===== config.mk =====
export PLATFORM = sky130hd
export DESIGN_NAME = imem_fetch_ctrl
export DESIGN_NICKNAME = d
export VERILOG_FILES = /design/src/rtl/imem_fetch_ctrl.sv
export SDC_FILE = /design/constraint.sdc
export NUM_CORES = 1
export LEC_CHECK = 0
export ABC_AREA = 0
export BUFFER_PORTS_ARGS = -buffer_cell sky130_fd_sc_hd__buf_2
export CAP_MARGIN = 20
export CORE_ASPECT_RATIO = 0.5
export CORE_MARGIN = 10
export CORE_UTILIZATION = 45
export DETAILED_ROUTE_END_ITERATION = 8
export GPL_TIMING_DRIVEN = 0
export PLACE_DENSITY_LB_ADDON = 0.2
export SLEW_MARGIN = 15
export SYNTH_ARGS = -nofsm -noshare
export SYNTH_HDL_FRONTEND = slang
export SYNTH_SLANG_ARGS = --single-unit

===== constraint.sdc =====
create_clock -name clk -period 2.7 [get_ports clk]
set_clock_uncertainty 0.15 [all_clocks]
set_input_delay 0.135 -clock clk [delete_from_list [all_inputs] [get_ports clk]]
set_output_delay 0.135 -clock clk [all_outputs]
set_load 0.05 [all_outputs]

===== src/rtl/imem_fetch_ctrl.sv =====
// Instruction fetch sequencer: issues word reads to a fixed-latency memory, buffers the
// returned words in a prefetch FIFO and hands them to decode over valid/ready.
module imem_fetch_ctrl #(
  parameter logic [31:0] RESET_PC   = 32'h0000_0000,
  parameter int unsigned MEM_LAT    = 1,
  parameter int unsigned FIFO_DEPTH = 4
) (
  input  logic        clk,
  input  logic        rst,
  input  logic        fetch_en,
  input  logic        redirect_valid,
  input  logic [31:0] redirect_pc,
  output logic        imem_req,
  output logic [31:0] imem_addr,
  input  logic [31:0] imem_rdata,
  output logic        instr_valid,
  output logic [31:0] instr,
  output logic [31:0] instr_pc,
  input  logic        instr_ready,
  output logic        busy
);

  localparam int unsigned PTR_W = $clog2(FIFO_DEPTH);
  localparam int unsigned CNT_W = PTR_W + 1;
  localparam int unsigned LAT_W = $clog2(MEM_LAT + 1);
  localparam int unsigned SUM_W = $clog2(FIFO_DEPTH + MEM_LAT + 1);

  typedef enum logic [1:0] {
    IDLE  = 2'd0,
    FETCH = 2'd1,
    DRAIN = 2'd2
  } state_t;

  state_t            state_q, state_d;
  logic [31:0]       pc_q;
  logic [MEM_LAT-1:0] pipe_v;
  logic [31:0]       pipe_pc [MEM_LAT];
  logic [31:0]       fifo_data [FIFO_DEPTH];
  logic [31:0]       fifo_pc   [FIFO_DEPTH];
  logic [PTR_W-1:0]  wr_ptr, rd_ptr;
  logic [CNT_W-1:0]  fifo_cnt;
  logic [LAT_W-1:0]  inflight;
  logic              issue, push, pop;

  // Requests still travelling through the memory pipe
  always_comb begin
    inflight = '0;
    for (int i = 0; i < int'(MEM_LAT); i++) begin
      inflight = inflight + LAT_W'(pipe_v[i]);
    end
  end

  // Only issue when every outstanding response is guaranteed a FIFO slot
  assign issue = (state_q == FETCH) && !redirect_valid &&
                 ((SUM_W'(fifo_cnt) + SUM_W'(inflight)) < SUM_W'(FIFO_DEPTH));
  assign push  = pipe_v[MEM_LAT-1] && !redirect_valid;
  assign pop   = instr_valid && instr_ready && !redirect_valid;

  assign imem_req    = issue;
  assign imem_addr   = pc_q;
  assign instr_valid = (fifo_cnt != '0);
  assign instr       = instr_valid ? fifo_data[rd_ptr] : 32'h0;
  assign instr_pc    = instr_valid ? fifo_pc[rd_ptr]   : 32'h0;
  assign busy        = (inflight != '0) || (state_q == DRAIN);

  always_ff @(posedge clk) begin
    if (rst) begin
      state_q <= IDLE;
    end else begin
      state_q <= state_d;
    end
  end

  always_comb begin
    state_d = state_q;
    unique case (state_q)
      IDLE:    if (fetch_en) state_d = FETCH;
      FETCH:   if (!fetch_en) state_d = IDLE;
      DRAIN:   if (inflight == '0) state_d = fetch_en ? FETCH : IDLE;
      default: state_d = IDLE;
    endcase
    // A redirect freezes IDLE/FETCH unless stale requests must be drained first
    if (redirect_valid) begin
      if (inflight != '0) begin
        state_d = DRAIN;
      end else if (state_q != DRAIN) begin
        state_d = state_q;
      end
    end
  end

  always_ff @(posedge clk) begin
    if (rst) begin
      pc_q <= RESET_PC;
    end else if (redirect_valid) begin
      pc_q <= redirect_pc & ~32'h3;
    end else if (issue) begin
      pc_q <= pc_q + 32'd4;
    end
  end

  // In-flight valid pipe; clearing it drops every stale response at once
  always_ff @(posedge clk) begin
    if (rst || redirect_valid) begin
      pipe_v <= '0;
    end else begin
      pipe_v[0] <= issue;
      for (int i = 1; i < int'(MEM_LAT); i++) begin
        pipe_v[i] <= pipe_v[i-1];
      end
    end
  end

  always_ff @(posedge clk) begin
    pipe_pc[0] <= pc_q;
    for (int i = 1; i < int'(MEM_LAT); i++) begin
      pipe_pc[i] <= pipe_pc[i-1];
    end
  end

  always_ff @(posedge clk) begin
    if (push) begin
      fifo_data[wr_ptr] <= imem_rdata;
      fifo_pc[wr_ptr]   <= pipe_pc[MEM_LAT-1];
    end
  end

  always_ff @(posedge clk) begin
    if (rst || redirect_valid) begin
      wr_ptr   <= '0;
      rd_ptr   <= '0;
      fifo_cnt <= '0;
    end else begin
      if (push) wr_ptr <= wr_ptr + PTR_W'(1);
      if (pop)  rd_ptr <= rd_ptr + PTR_W'(1);
      unique case ({push, pop})
        2'b10:   fifo_cnt <= fifo_cnt + CNT_W'(1);
        2'b01:   fifo_cnt <= fifo_cnt - CNT_W'(1);
        default: fifo_cnt <= fifo_cnt;
      endcase
    end
  end

endmodule


== Yosys cells after proc, flatten, opt, wreduce, memory -nomap -nowiden ==
Memory sizes are Yosys's and may differ from the RTL's. A register that Yosys moved wholly into a read port is not among the register bits.
Index checks and enable logic that the tools add are counted.
Word-level totals
  register bits after elaboration: 42
  bits in latches: 0
  bits in writable memories: 288
  ROM bits: 0
  input port bits: 69
  output and inout bits: 99
  logic and storage cells: 55
  memories kept: 3
Memories
  fifo_data: depth 4, width 32, rd ports 1, clocked after memory_dff 1, write ports 1, line 38  | logic [31:0] fifo_data [FIFO_DEPTH];
  fifo_pc: depth 4, width 32, rd ports 1, clocked after memory_dff 1, write ports 1, line 39  | logic [31:0] fifo_pc [FIFO_DEPTH];
  pipe_pc: depth 1, width 32, rd ports 1, clocked after memory_dff 0, write ports 1, line 37  | logic [31:0] pipe_pc [MEM_LAT];
Operators by class
  add/sub/neg operators: 6
  $mul: 0
  divide/modulo/power cells: 0
  magnitude comparators: 1
  eq/ne operators: 6
  shifts and indexed selects: 0
  multiplexer cells: 19
  bitwise operators: 0
  reduce and logical (&&, ||, !) cells: 13
Operators by type and width (number)
  $mux 32: 4
  $add 32x3->32 const B: 1
  $mux 2: 10
  $pmux 2 s3: 1
  $pmux 3 s2: 1
  $logic_and 1x1->1: 5
  $add 2x1->2 const B: 2
  $eq 2x1->1 const B: 2
  $eq 2x2->1 const B: 2
  $reduce_bool 2->1: 2
  $add 3x1->3: 1
  $add 3x1->3 const B: 1
  $lt 3x3->1 const B: 1
  $mux 1: 3
  $ne 3x3->1 const B: 1
  $reduce_bool 3->1: 1
  $sub 3x1->3 const B: 1
  $logic_not 2->1: 1
  $logic_or 1x1->1: 2
  $ne 2x2->1 const B: 1
  $reduce_or 2->1: 1
  $logic_not 1->1: 1

== Longest topological paths before layout ==
  depth in word-level cells: 6
  mapped depth: 10
  gate-level depth less buffers: 9

== Worst setup path after synthesis ==
Ideal clock, no wire load.
  kind: input to register
  from: input port redirect_valid
  to: memory fifo_data[0][0], enable pin
  setup time: 0.427 ns
  arrival time: 2.262 ns
  required time: 2.123 ns
  path slack: -0.139 ns
  stages on the path: 4
  path buffers: 2
  path through: clkbuf_1 clkinv_1 clkbuf_1 and3_1
On the way
  cells in the longest elaborated chain, start to end: 4
Ends and longest elaborated chain
  from (decl): line 11  | input logic redirect_valid,
  $logic_not 1->1: line 56  | assign push = pipe_v[MEM_LAT-1] && !redirect_valid;
  $logic_and 1x1->1: line 56
  $mux 1: line 122  | if (push) begin
  $mux 1 (not written as such): line 123  | fifo_data[wr_ptr] <= imem_rdata;
  to (decl): line 38
Every way passes these cells.

== Worst setup path in the final report ==
  from: register fifo_cnt[2]
  to: output port instr_pc[13]
On the way
  cells in the longest elaborated chain, start to end: 2
Ends and longest elaborated chain
  from (decl): line 41  | logic [CNT_W-1:0] fifo_cnt;
  from (signal assigned): line 137  | 2'b10: fifo_cnt <= fifo_cnt + CNT_W'(1);
  from (signal assigned): line 138  | 2'b01: fifo_cnt <= fifo_cnt - CNT_W'(1);
  from (signal assigned): line 139  | default: fifo_cnt <= fifo_cnt;
  $reduce_bool 3->1: line 61  | assign instr_valid = (fifo_cnt != '0);
  $mux 32: line 63  | assign instr_pc = instr_valid ? fifo_pc[rd_ptr] : 32'h0;
  to (decl): line 18  | output logic [31:0] instr_pc,
Every way passes these cells.

==> results_dict.tcl <==
set metrics [dict create \
    start_util_pct 46.2 \
    routabilityCongestion 0.837 \
    drive_gt1_share_pct 32.1 \
    final_area_mm2 0.0154 \
    grt_pass1_vias 7467 \
    finalCriticalPeriod_ns 2.59 \
    fp.dieH_um 137 \
    viasPerCell 5.27 \
    detail-route-antenna-nets 0 \
    die_x_um 254 \
    setup_violations 0 \
    h-tree-depth 1 \
    grt_max_degree 46 \
    power_mw 9.88 \
    grt_remaining_overflow 0 \
    worstSetupEndpointType "output port" \
    synth_top_cell_area_share_pct 60.3 \
    drv_cap 0 \
    post_cts_buffers 0 \
    path_max_fanout 10 \
    cp_slowest_stage_delay_ns 0.56 \
    rsz0062_at_grt "no" \
    synthTopCellsByArea "edfxtp_1 (60%), dfxtp_1 (12%), mux4_2 (11%)" \
    clk_path_buf_depth 3 \
    dp.cells 1228 \
    synth_ff_type "edfxtp_1" \
    run_status "finished, final reports clean" \
    hp-class "input pin to flop" \
    critPathKind "flop to output port" \
    port_buffers 159 \
    nFillCells 2105 \
    worstMarginPinSlew_ns 0.656 \
    worstSetupStartpointType "flop" \
    drt_pass1_iterations 4 \
    instances_no_fill 1346 \
    cts_sinks 320 \
    areaGrowthSynthToFinish_pct 24.3 \
    cp.arrival_ns 2.30 \
    wl_per_cell_um 20.8 \
    dp_hpwl_mm 18.3 \
    cp_num_buf_inv 2 \
    num_vias 7092 \
    critPathRequiredTime_ns 2.41 \
    cts-buffers-inserted 28 \
    max_freq_mhz 387 \
    path_delay_family "buffers and inverters" \
    cp_slowest_cell "buf_1" \
    seq_area_frac_synth_pct 71.9 \
    drtIter0Drc 399 \
    slew_violations 0 \
    final_common_cell "edfxtp_1" \
    nets 1046 \
    placed_cell_area_mm2 0.0137 \
    dieArea_mm2 0.0349 \
    cts_tree "built" \
    crit_chain "nor3_4 > buf_1 > nor2b_1 > buf_2" \
    async_flop_share_pct 0 \
    coreArea_mm2 0.0267 \
    grt_usage_pct 16.1 \
    syn_avg_cell_area_um2 17.4 \
    clk_latency_ns 0.54 \
    peakVddDrop_v 0.000407 \
    yosys_warnings 0 \
    cellPowerDensity_mw_per_mm2 643 \
    wirelength_mm 28.0 \
    grt_pass1_wl_mm 43.3 \
    syn-cell-area_mm2 0.0124 \
    cts.clk_slew.worst_paths_ns 0.07 \
    root_buffer "clkbuf_16" \
    synth_edf_count 248 \
    min_period_over_period_pct 95.8 \
    drc 0 \
    synth_cells 709 \
    synth_cell_types 56 \
    p_leak_nw 5.41 \
    ys_ff_latch 320 \
    maxSlewHeadroom_pct 56.3 \
    hold_violations 0 \
    ioPinCount 168 \
    yosys.area.top_type "edfxtp_1" \
    num_rows 42 \
    final_cell_mix "edfxtp_1 (248), buf_2 (163), dfxtp_1 (69), dlygate4sd3_1 (67)" \
    antenna_found_initial 2 \
]
## state kept, by name (all words and copies together), names as in the netlist, named ones only
| signal | flops |
|---|---|
| pipe_pc | 30 |
| rd_ptr | 2 |
| fifo_data | 128 |
| pipe_v | 1 |
| fifo_cnt | 3 |
| imem_addr | 30 |
| fifo_pc | 120 |
| wr_ptr | 2 |
| state_q | 2 |
## path summary, 6_finish.rpt
kind | cells past startpoint | to | slack, ns | start
max | 4 | instr_pc[13] | 0.11 | fifo_cnt[2]$_SDFFE_PP0P_
min | 5 | state_q[0]$_SDFFE_PP0P_ | 0.04 | redirect_valid
max reg2reg | 7 | imem_addr[3]$_SDFFE_PP0P_ | 0.23 | fifo_cnt[2]$_SDFFE_PP0P_
min reg2reg | 0 | pipe_pc[0][26]$_DFF_P_ | 0.27 | imem_addr[26]$_SDFFE_PP0P_
## worst reg2reg max path, stage by stage, from the launching register on
cell           delay [ns]
dfxtp_1              0.49
a31oi_1              0.17
o21ai_2              0.23
buf_6                0.18
buf_2                0.27
nand2_1              0.08
a311oi_1             0.26
dlygate4sd3_1        0.58
## report_power, final
part           internal [mW]  total, mW  leakage (nW)  switching [mW]
Combinational          0.185      0.480          2.11           0.294
Clock                   2.19       3.93         0.443            1.74
Sequential              5.38       5.47          2.85          0.0947
## what timing repair did
item | 4_1_cts | 5_1_grt
pin swaps | 0 | 1
hold endpoints to repair | 162 | 0
setup endpoints to repair | 60 | 32
hold buffers | 67 | 0
gates resized for setup | 15 | 8
## layer usage
metal  up-vias  part of all wire, %  track usage, %
met5         -                    0               0
met4         0                  2.5            4.50
met3        52                  3.7            2.95
met2       131                   51            28.6
met1      3649                   43            19.8
li1       3260                    -               -
## cells by family (layout without fill, tap and decap cells)
| kind of cell | Yosys count | after routing | synth area share, % |
|---|---|---|---|
| compound gates | 51 | 51 | 2.98 |
| xor+xnor | 30 | 30 | 2.13 |
| fa+ha+maj | 7 | 7 | 0.770 |
| buf+inv | 51 | 331 | 1.81 |
| flops | 320 | 320 | 71.9 |
| mux | 67 | 67 | 11.7 |
| other cells | 1 | 6 | 0.0304 |
| simple gates | 182 | 182 | 8.63 |
## metrics by stage
stage          setup WS (ns)  setup TNS [ns]  hold WS, ns  util (%)
2_1_floorplan          0.312               0       0.0839         -
3_3_place_gp          -0.711         -141.65        0.196      50.9
3_5_place_dp          0.0344               0        0.204      51.4
4_1_cts              0.00187               0      0.00281      57.4
5_1_grt            0.0000548               0       0.0746      57.4
6_report               0.114               0       0.0354      57.4
## synthesized netlist by cell type, types with 2 or more instances
cell and number:
a211oi_1 17, a211oi_2 2, a21oi_1 8, a311oi_1 3, a31oi_1 4, and2_1 6
and3_1 8, buf_1 3, buf_2 8, buf_4 4, clkbuf_1 24, dfxtp_1 72
edfxtp_1 248, ha_1 6, inv_1 10, mux2i_1 5, mux4_2 62, nand2_1 20
nand3_1 5, nand4_1 17, nor2_1 40, nor2b_1 62, nor3_2 5, nor4_2 2
nor4_4 2, o21ai_0 4, o22ai_1 3, or3_1 3, xnor2_1 14, xor2_1 16
## cell type report
cell class	count	area, um2	share of cell area [%]
clock buffers	35	758	4.94
repair buffers	231	1590	10.3
inverters	11	41.3	0.269
diodes	2	5.00	0.0326
clock inverters	17	144	0.937
multi-input cells	341	3290	21.4
well taps	352	440	2.87
flip-flops and latches	320	8890	57.9
plain buffers	37	199	1.30
Power figures use the tool's default switching activity.
